$ cat config.mk
export PLATFORM = sky130hd
export DESIGN_NAME = mem_arbiter
export DESIGN_NICKNAME = d
export VERILOG_FILES = /design/src/rtl/mem_arbiter.sv
export SDC_FILE = /design/constraint.sdc
export NUM_CORES = 1
export LEC_CHECK = 0
export BUFFER_PORTS_ARGS = -buffer_cell sky130_fd_sc_hd__buf_2
export CORE_UTILIZATION = 45
export DETAILED_ROUTE_END_ITERATION = 10
export PLACE_DENSITY = 0.81
export SLEW_MARGIN = 0
export SYNTH_ARGS = -nofsm -noshare
export SYNTH_HDL_FRONTEND = slang
export SYNTH_SLANG_ARGS = --single-unit
$ cat constraint.sdc
create_clock -name clk -period 1.93 [get_ports clk]
set_clock_uncertainty 0.15 [all_clocks]
set_input_delay 0.386 -clock clk [delete_from_list [all_inputs] [get_ports clk]]
set_output_delay 0.386 -clock clk [all_outputs]
set_load 0.1 [all_outputs]
$ cat src/rtl/mem_arbiter.sv
// rtl/mem_arbiter.sv - fetch/data arbiter in front of one shared single-port memory
//
// One access is in flight at a time. Data wins ties unless it has already taken
// MAX_D_STREAK grants in a row while fetch was waiting; then fetch goes first.
// Each access holds MEM_EN for WAIT_STATES+1 cycles, then the granted port sees a
// one-cycle ACK with registered read data.
//
// Ports
//   clk, rst_n                      clock, synchronous active-low reset
//   IF_REQ, IF_ADDR                 fetch request (held until IF_ACK), fetch address
//   IF_RDATA, IF_ACK                registered instruction, completion pulse
//   D_REQ, D_WE, D_ADDR, D_WDATA    data request (held until D_ACK), write flag, addr, wdata
//   D_RDATA, D_ACK                  registered read data, completion pulse
//   MEM_EN, MEM_WE, MEM_ADDR,
//   MEM_WDATA, MEM_RDATA            shared memory interface
//   STALL_IF, STALL_MEM             pipeline freezes while a request is outstanding
module mem_arbiter #(
  parameter int unsigned WAIT_STATES  = 1,
  parameter int unsigned MAX_D_STREAK = 2
) (
  input  logic        clk,
  input  logic        rst_n,
  input  logic        IF_REQ,
  input  logic [31:0] IF_ADDR,
  output logic [31:0] IF_RDATA,
  output logic        IF_ACK,
  input  logic        D_REQ,
  input  logic        D_WE,
  input  logic [31:0] D_ADDR,
  input  logic [31:0] D_WDATA,
  output logic [31:0] D_RDATA,
  output logic        D_ACK,
  output logic        MEM_EN,
  output logic        MEM_WE,
  output logic [31:0] MEM_ADDR,
  output logic [31:0] MEM_WDATA,
  input  logic [31:0] MEM_RDATA,
  output logic        STALL_IF,
  output logic        STALL_MEM
);

  typedef enum logic [1:0] {
    IDLE = 2'd0,
    BUSY = 2'd1,
    RESP = 2'd2
  } state_t;

  localparam logic [2:0] WAIT_INIT  = 3'(WAIT_STATES);
  localparam logic [1:0] STREAK_MAX = 2'(MAX_D_STREAK);

  state_t      state;
  state_t      state_nxt;
  logic [2:0]  wait_cnt;
  logic [1:0]  streak;
  logic        grant_d;   // 1: in-flight access belongs to the data port
  logic        we_q;      // write flag of the in-flight access
  logic        grant_any;
  logic        pick_d;

  assign grant_any = (state == IDLE) && (IF_REQ || D_REQ);
  // Fetch only overrides a pending data request once data has used up its streak.
  assign pick_d    = D_REQ && !(IF_REQ && (streak == STREAK_MAX));

  always_ff @(posedge clk) begin
    if (!rst_n) begin
      state <= IDLE;
    end else begin
      state <= state_nxt;
    end
  end

  always_comb begin
    state_nxt = state;
    MEM_EN    = 1'b0;
    MEM_WE    = 1'b0;
    IF_ACK    = 1'b0;
    D_ACK     = 1'b0;
    case (state)
      IDLE: begin
        if (grant_any) begin
          state_nxt = BUSY;
        end
      end
      BUSY: begin
        MEM_EN = 1'b1;
        MEM_WE = we_q;
        if (wait_cnt == 3'd0) begin
          state_nxt = RESP;
        end
      end
      RESP: begin
        IF_ACK    = !grant_d;
        D_ACK     = grant_d;
        state_nxt = IDLE;
      end
      default: begin
        state_nxt = IDLE;
      end
    endcase
  end

  always_ff @(posedge clk) begin
    if (!rst_n) begin
      wait_cnt  <= 3'd0;
      streak    <= 2'd0;
      grant_d   <= 1'b0;
      we_q      <= 1'b0;
      MEM_ADDR  <= 32'd0;
      MEM_WDATA <= 32'd0;
      IF_RDATA  <= 32'd0;
      D_RDATA   <= 32'd0;
    end else begin
      case (state)
        IDLE: begin
          if (grant_any) begin
            grant_d   <= pick_d;
            wait_cnt  <= WAIT_INIT;
            MEM_WDATA <= D_WDATA;
            if (pick_d) begin
              we_q     <= D_WE;
              MEM_ADDR <= D_ADDR;
              // The streak only grows while fetch is actually being held off.
              if (IF_REQ) begin
                streak <= (streak == STREAK_MAX) ? streak : streak + 2'd1;
              end else begin
                streak <= 2'd0;
              end
            end else begin
              we_q     <= 1'b0;
              MEM_ADDR <= IF_ADDR;
              streak   <= 2'd0;
            end
          end
        end
        BUSY: begin
          if (wait_cnt != 3'd0) begin
            wait_cnt <= wait_cnt - 3'd1;
          end else if (!grant_d) begin
            IF_RDATA <= MEM_RDATA;
          end else if (!we_q) begin
            D_RDATA <= MEM_RDATA;
          end
        end
        default: begin
        end
      endcase
    end
  end

  assign STALL_IF  = IF_REQ && !IF_ACK;
  assign STALL_MEM = D_REQ && !D_ACK;

endmodule

==> out/metrics.cfg, run 1 <==
[power]
combPwrFrac=0.318
switchingPower_uw=3700
power.density_nw_per_um2=1290
power_switching_share=0.384
p_total_uw=9630
ir_worst_vdd_v=0.000859
p_int_uw=5930
seqPwrFrac=0.335
p_leak_uw=0.00345
clkPwrFrac=0.347

[route]
vias=5116
via_per_inst=5.44
wl_per_cell_um=16.2
drc=0
antenna_left=0
drt_iter0_drc=402
first_pass_iters=4
wl_um=15200

[placement]
io_buffers=266
dp_hpwl_um=10600
place_ws_ns=-0.0512
gp_congestion=0.763

[sta]
hold_viol_final=0
fin_ws_ns=-0.0208
setup_viol=2
relSlewSlack=0.520
period_share=1.01
rsz0062_at_grt=yes
drv_slew=0
tns_ns=-0.0231
period_minus_slack_ns=1.95
fmax_mhz=513
fin_hold_ws_ns=0.0345
tightestPinTransition_ns=0.720

[yosys]
synthCells=527
syn-cell-area_um2=5260
synthDistinctLibCells=36
synth.largest_area_cell=dfxtp_1
synth_top_area_share=0.522
synth-xor-area-share=0
yosysSeqAreaShare=0.522
yosys_warnings=0
synthTopCellsByArea=dfxtp_1 (52%), mux2i_1 (6.3%), a21oi_1 (6.2%)
synth.most_common_cell=dfxtp_1
synth_fa_ha_area_frac=0.00714
ys_ff_latch=137
syn_area_per_cell_um2=9.97
synth_compound_area_frac=0.253
synth_ff_type=dfxtp_1
synth_top_family_by_area=compound AO/OA/AOI/OAI gates
synth_common_cells=dfxtp_1 (137), a21oi_1 (65), nand3_1 (65), o21ai_0 (65)
syn_nets=663
async_flop_share=0
synth-simple-area-share=0.0897
synth_mux_area_frac=0.0628
synth-edff-count=0

[grt]
grt_start_max_net_pins=68
grt_pass1_vias=4617
grt_use_total=0.232
overflow=0
antenna_found_initial=0
grt_pass1_wl_um=21600

[clock_network]
cts_tree=done
root_buffer=clkbuf_16
cts.path.max_buffers=2
cts_hold_buf=0
cts.sinks=137
clk_pin_slew_ns=0.06
h-tree-depth=4
numCtsBuffers=17
clk_latency_ns=0.40

[run]
max_cap_violations=0

[setup_path]
crit_type=reg2out
critPathArrivalTime_ns=1.41
ff2ff_path_depth=5
startpoint_type=register
rr_endpoint=wait_cnt[2]
r2r_setup_slack_ns=0.07
crit_path_end_kind=output port
cp.required_ns=1.39
crit_path_start=state[0]
cp_max_fo=5
r2r-start=wait_cnt[0]
worstSetupEndpoint=STALL_IF

[final_layout]
nFillCells=918
final_nets=920
num_antenna_cells=0
fin_util=0.655
area_growth_pct=42.2
regArea_um2=2750
multi_input_area_um2=2250
layout-drive-gt1-share=0.424

[floorplan]
initial_core_util=0.460
io_pins=267
core_area_um2=11400
dieArea_um2=12100
dieHeight_um=110
die_x_um=110
row_count=39

[outcome]
status=finished with violations
violations=setup timing

[hold_path]
holdCritPathClass=in2reg

[how the worst min path moves through the flow]
| stage | from | end | slack (ns) | depth (start not counted) |
|---|---|---|---|---|
| 6_report | D_WDATA[18] | MEM_WDATA[18] | 0.03 | 2 |
| 3_5_place_dp | MEM_ADDR[11] | MEM_ADDR[11] | 0.29 | 1 |
| 2_1_floorplan | streak[1] | streak[1] | 0.29 | 1 |
| 4_1_cts | D_WDATA[29] | MEM_WDATA[29] | 0.01 | 2 |
| 5_1_grt | D_WDATA[23] | MEM_WDATA[23] | 0.02 | 2 |
| 3_3_place_gp | MEM_ADDR[11] | MEM_ADDR[11] | 0.29 | 1 |
[metal layers]
layer | part of all wire | track usage | vias to the layer above | routed length, µm
li1 | - | - | 2467 | -
met5 | 0 | 0 | - | 0
met4 | 0.026 | 0.137 | 0 | 394
met2 | 0.50 | 0.384 | 229 | 7600
met1 | 0.41 | 0.275 | 2386 | 6280
met3 | 0.063 | 0.0517 | 34 | 965
[cell type report]
| cell class | count | share of cell area |
|---|---|---|
| repair buffers | 290 | 0.219 |
| clock buffers | 25 | 0.0636 |
| multi-input cells | 330 | 0.301 |
| clock inverters | 7 | 0.0187 |
| well taps | 143 | 0.0239 |
| flip-flops and latches | 137 | 0.368 |
| inverters | 8 | 0.00519 |
[critical path, stage by stage, from the launching register on]
cell and delay (ns):
dfxtp_2 0.32, buf_8 0.13, nor3b_4 0.30, nor2b_4 0.08, buf_12 0.17
[kinds of logic (layout without fill, tap and decap cells)]
group	count (synthesis)	in the layout
simple gates	85	86
compound gates	208	208
mux	33	33
fa+ha+maj	3	3
buf+inv	61	330
flops	137	137
[per-stage QoR]
step                std cells  instance area [µm²]
global route              940                 7480
detailed placement        903                 6790
global placement          903                 6790
CTS                       940                 7470
floorplan                 527                 5320
finish                    940                 7480
[sequential cells by signal, indices dropped and copies added (netlist names)]
name	cells
D_RDATA	32
IF_RDATA	32
MEM_ADDR	32
MEM_WDATA	32
grant_d	1
state	2
streak	2
wait_cnt	3
we_q	1
[placed cells by master (no fill, tap or decap), types with 2 or more instances in the layout]
cell and n:
buf_12 8, clkbuf_8 2, ha_1 3, a21oi_1 65, nor3_4 2, o2bb2ai_1 33
nor2b_4 2, clkbuf_1 6, and2_1 2, nand3_1 65, dfxtp_1 134, buf_2 260
clkinvlp_4 3, a22o_1 33, o211ai_1 3, dfxtp_4 2, clkbuf_16 17, mux2i_1 33
nor3b_4 2, inv_1 5, bufinv_16 4, buf_4 20, o21ai_0 65
[power groups by stage]
stage	Sequential [µW]	Combinational (µW)	Clock [µW]
final	3220	3060	3340
after CTS	3220	3060	3400
after floorplan	4910	803	0
after global routing	3250	3190	3520
after global placement	3260	2980	0
after detailed placement	3270	3030	0
[timing repair]
action	in CTS	in global routing
setup buffers	5	0
endpoints found under the hold margin	0	0
gates resized for setup	7	2
gates cloned	0	1
endpoints found under the setup margin	6	39
pin swaps	3	0
Power figures use the tool's default switching activity.
==> inputs of run 2 (changes only) <==
- PLACE_DENSITY: 0.81 -> 0.83
- SKIP_LAST_GASP: not set -> 1
- clock period: 1.93 -> 1.9 ns (I/O delays scaled with it)
==> out/metrics.cfg, run 2 (synthesized netlist as in run 1, its figures left out) <==
[clock_network]
root_buffer=clkbuf_16  ; unchanged
clk_pin_slew_ns=0.06  ; about the same
cts.path.max_buffers=2  ; unchanged
numCtsBuffers=17  ; unchanged
cts.sinks=137  ; unchanged
cts_tree=done  ; unchanged
h-tree-depth=4  ; unchanged
clk_latency_ns=0.41  ; was 0.40 ns

[sta]
drv_slew=0  ; unchanged
setup_viol=0  ; was 2
relSlewSlack=0.652  ; was 0.520
fmax_mhz=527
tightestPinTransition_ns=0.521  ; was 0.720 ns
period_minus_slack_ns=1.90
tns_ns=0  ; was -0.0231 ns
hold_viol_final=0  ; unchanged
rsz0062_at_grt=yes  ; unchanged
period_share=0.998

[route]
drt_iter0_drc=343  ; was 402
vias=5106  ; was 5,116
via_per_inst=5.46  ; was 5.44
first_pass_iters=5  ; was 4
wl_per_cell_um=16.1  ; was 16.2 µm
wl_um=15000  ; was 15,200 µm
drc=0  ; unchanged
antenna_left=0  ; unchanged

[final_layout]
nFillCells=929  ; was 918
area_growth_pct=41.6  ; was 42.2%
stdcell_count=935  ; was 940
layout_commonest_cell=buf_2  ; unchanged
final_nets=919  ; was 920
fin_util=0.652  ; was 0.655
num_antenna_cells=0  ; unchanged
final_cell_mix=buf_2 (260), dfxtp_1 (134), a21oi_1 (65), nand3_1 (65), o21ai_0 (65)  ; unchanged
layout-drive-gt1-share=0.424  ; about the same

[grt]
overflow=0  ; unchanged
grt_pass1_vias=4504  ; was 4,617
antenna_found_initial=0  ; unchanged
grt_start_max_net_pins=67  ; was 68
grt_pass1_wl_um=22000  ; was 21,600 µm
grt_use_total=0.236  ; was 0.232

[setup_path]
cp.required_ns=1.37  ; was 1.39 ns
cp_max_fo=3  ; was 5
crit_family=flip-flops  ; was simple AND/OR/NAND/NOR gates
crit_slowest_cell=dfxtp_4  ; was dfxtp_2
crit_type=reg2out  ; unchanged
crit_path_end_kind=output port  ; unchanged
critPathArrivalTime_ns=1.37  ; was 1.41 ns
cp_num_buf_inv=2  ; unchanged
cp_cell_sequence=inv_6 > nor3b_4 > nor2b_4 > buf_12  ; was buf_8 > nor3b_4 > nor2b_4 > buf_12
startpoint_type=register  ; unchanged
critPathMaxStageDelay_ns=0.38  ; was 0.32 ns

[floorplan]
row_count=39  ; unchanged
initial_core_util=0.460  ; unchanged
die_x_um=110  ; unchanged
dieHeight_um=110  ; unchanged
io_pins=267  ; unchanged
dieArea_um2=12100  ; unchanged
core_area_um2=11400  ; unchanged

[run]
max_cap_violations=0  ; unchanged

[power]
ir_worst_vdd_v=0.000929  ; was 0.000859 V
p_leak_uw=0.00344  ; was 0.00345 µW
power.density_nw_per_um2=1260  ; was 1290 nW/µm²

[placement]
dp_hpwl_um=10000  ; was 10,600 µm
io_buffers=266  ; unchanged
gp_congestion=0.802  ; was 0.763
dp.cells=901  ; was 903

[outcome]
status=finished, final reports clean  ; was finished with violations

[hold_path]
holdCritPathClass=in2reg  ; unchanged

## run 2: cell types whose count changed in the layout (fill, tap and decap cells not counted), sizes merged
cell      before  now
clkbuf        25   26
nor3           3    2
bufinv         4    0
clkinvlp       3    2
## run 2: what timing repair did
item	4_1_cts	5_1_grt
buffers inserted	4	2
gates resized for setup	3	1
pin swaps	1	1
hold buffers	0	0
setup endpoints to repair	5	6
## run 2: worst paths after layout
path                                   from       endpoint  slack [ns]  depth (start not counted)
worst max-delay path                grant_d      STALL_MEM       0.003                          4
worst min-delay path            D_WDATA[29]  MEM_WDATA[29]        0.02                          2
worst max register to register  wait_cnt[0]    wait_cnt[2]        0.06                          5
worst min register to register  MEM_ADDR[5]    MEM_ADDR[5]        0.31                          1
## run 2: final cells by class
class / count / area (µm²) / share of cell area
Clock inverter: 2 / 12.5 / 0.00168
Clock buffer: 26 / 519 / 0.0698
Timing Repair Buffer: 290 / 1700 / 0.229
Sequential cell: 137 / 2750 / 0.370
Tap cell: 143 / 179 / 0.0240
Inverter: 8 / 38.8 / 0.00521
Multi-Input combinational cell: 329 / 2240 / 0.301
## run 2: layer usage
metal | track usage | vias up | share of wire
li1 | - | 2451 | -
met1 | 0.290 | 2381 | 0.41
met2 | 0.385 | 240 | 0.50
met3 | 0.0611 | 34 | 0.070
met4 | 0.106 | 0 | 0.022
met5 | 0 | - | 0
## run 2: per-stage QoR
stage          power [µW]  area [µm²]  hold WS [ns]  setup slack [ns]
2_1_floorplan        5810        5320         0.286            -0.330
3_3_place_gp         6410        6860         0.289             0.184
3_5_place_dp         6430        6860         0.293            0.0625
4_1_cts              9400        7430       0.00765           -0.0418
5_1_grt              9710        7440        0.0132           -0.0528
6_report             9370        7440        0.0249           0.00337
## run 2: power by group
group | internal (µW) | total, µW | switching [µW] | leakage, µW
Sequential | 3140 | 3280 | 144 | 0.00112
Clock | 1840 | 2950 | 1110 | 0.000260
Combinational | 661 | 3140 | 2480 | 0.00206
## run 2: worst reg2reg max path, stage by stage, from the launching register on
cell and delay, ns:
dfxtp_1 0.33, inv_1 0.07, ha_1 0.24, nor2b_1 0.20, a2111oi_1 0.57, mux2i_1 0.23
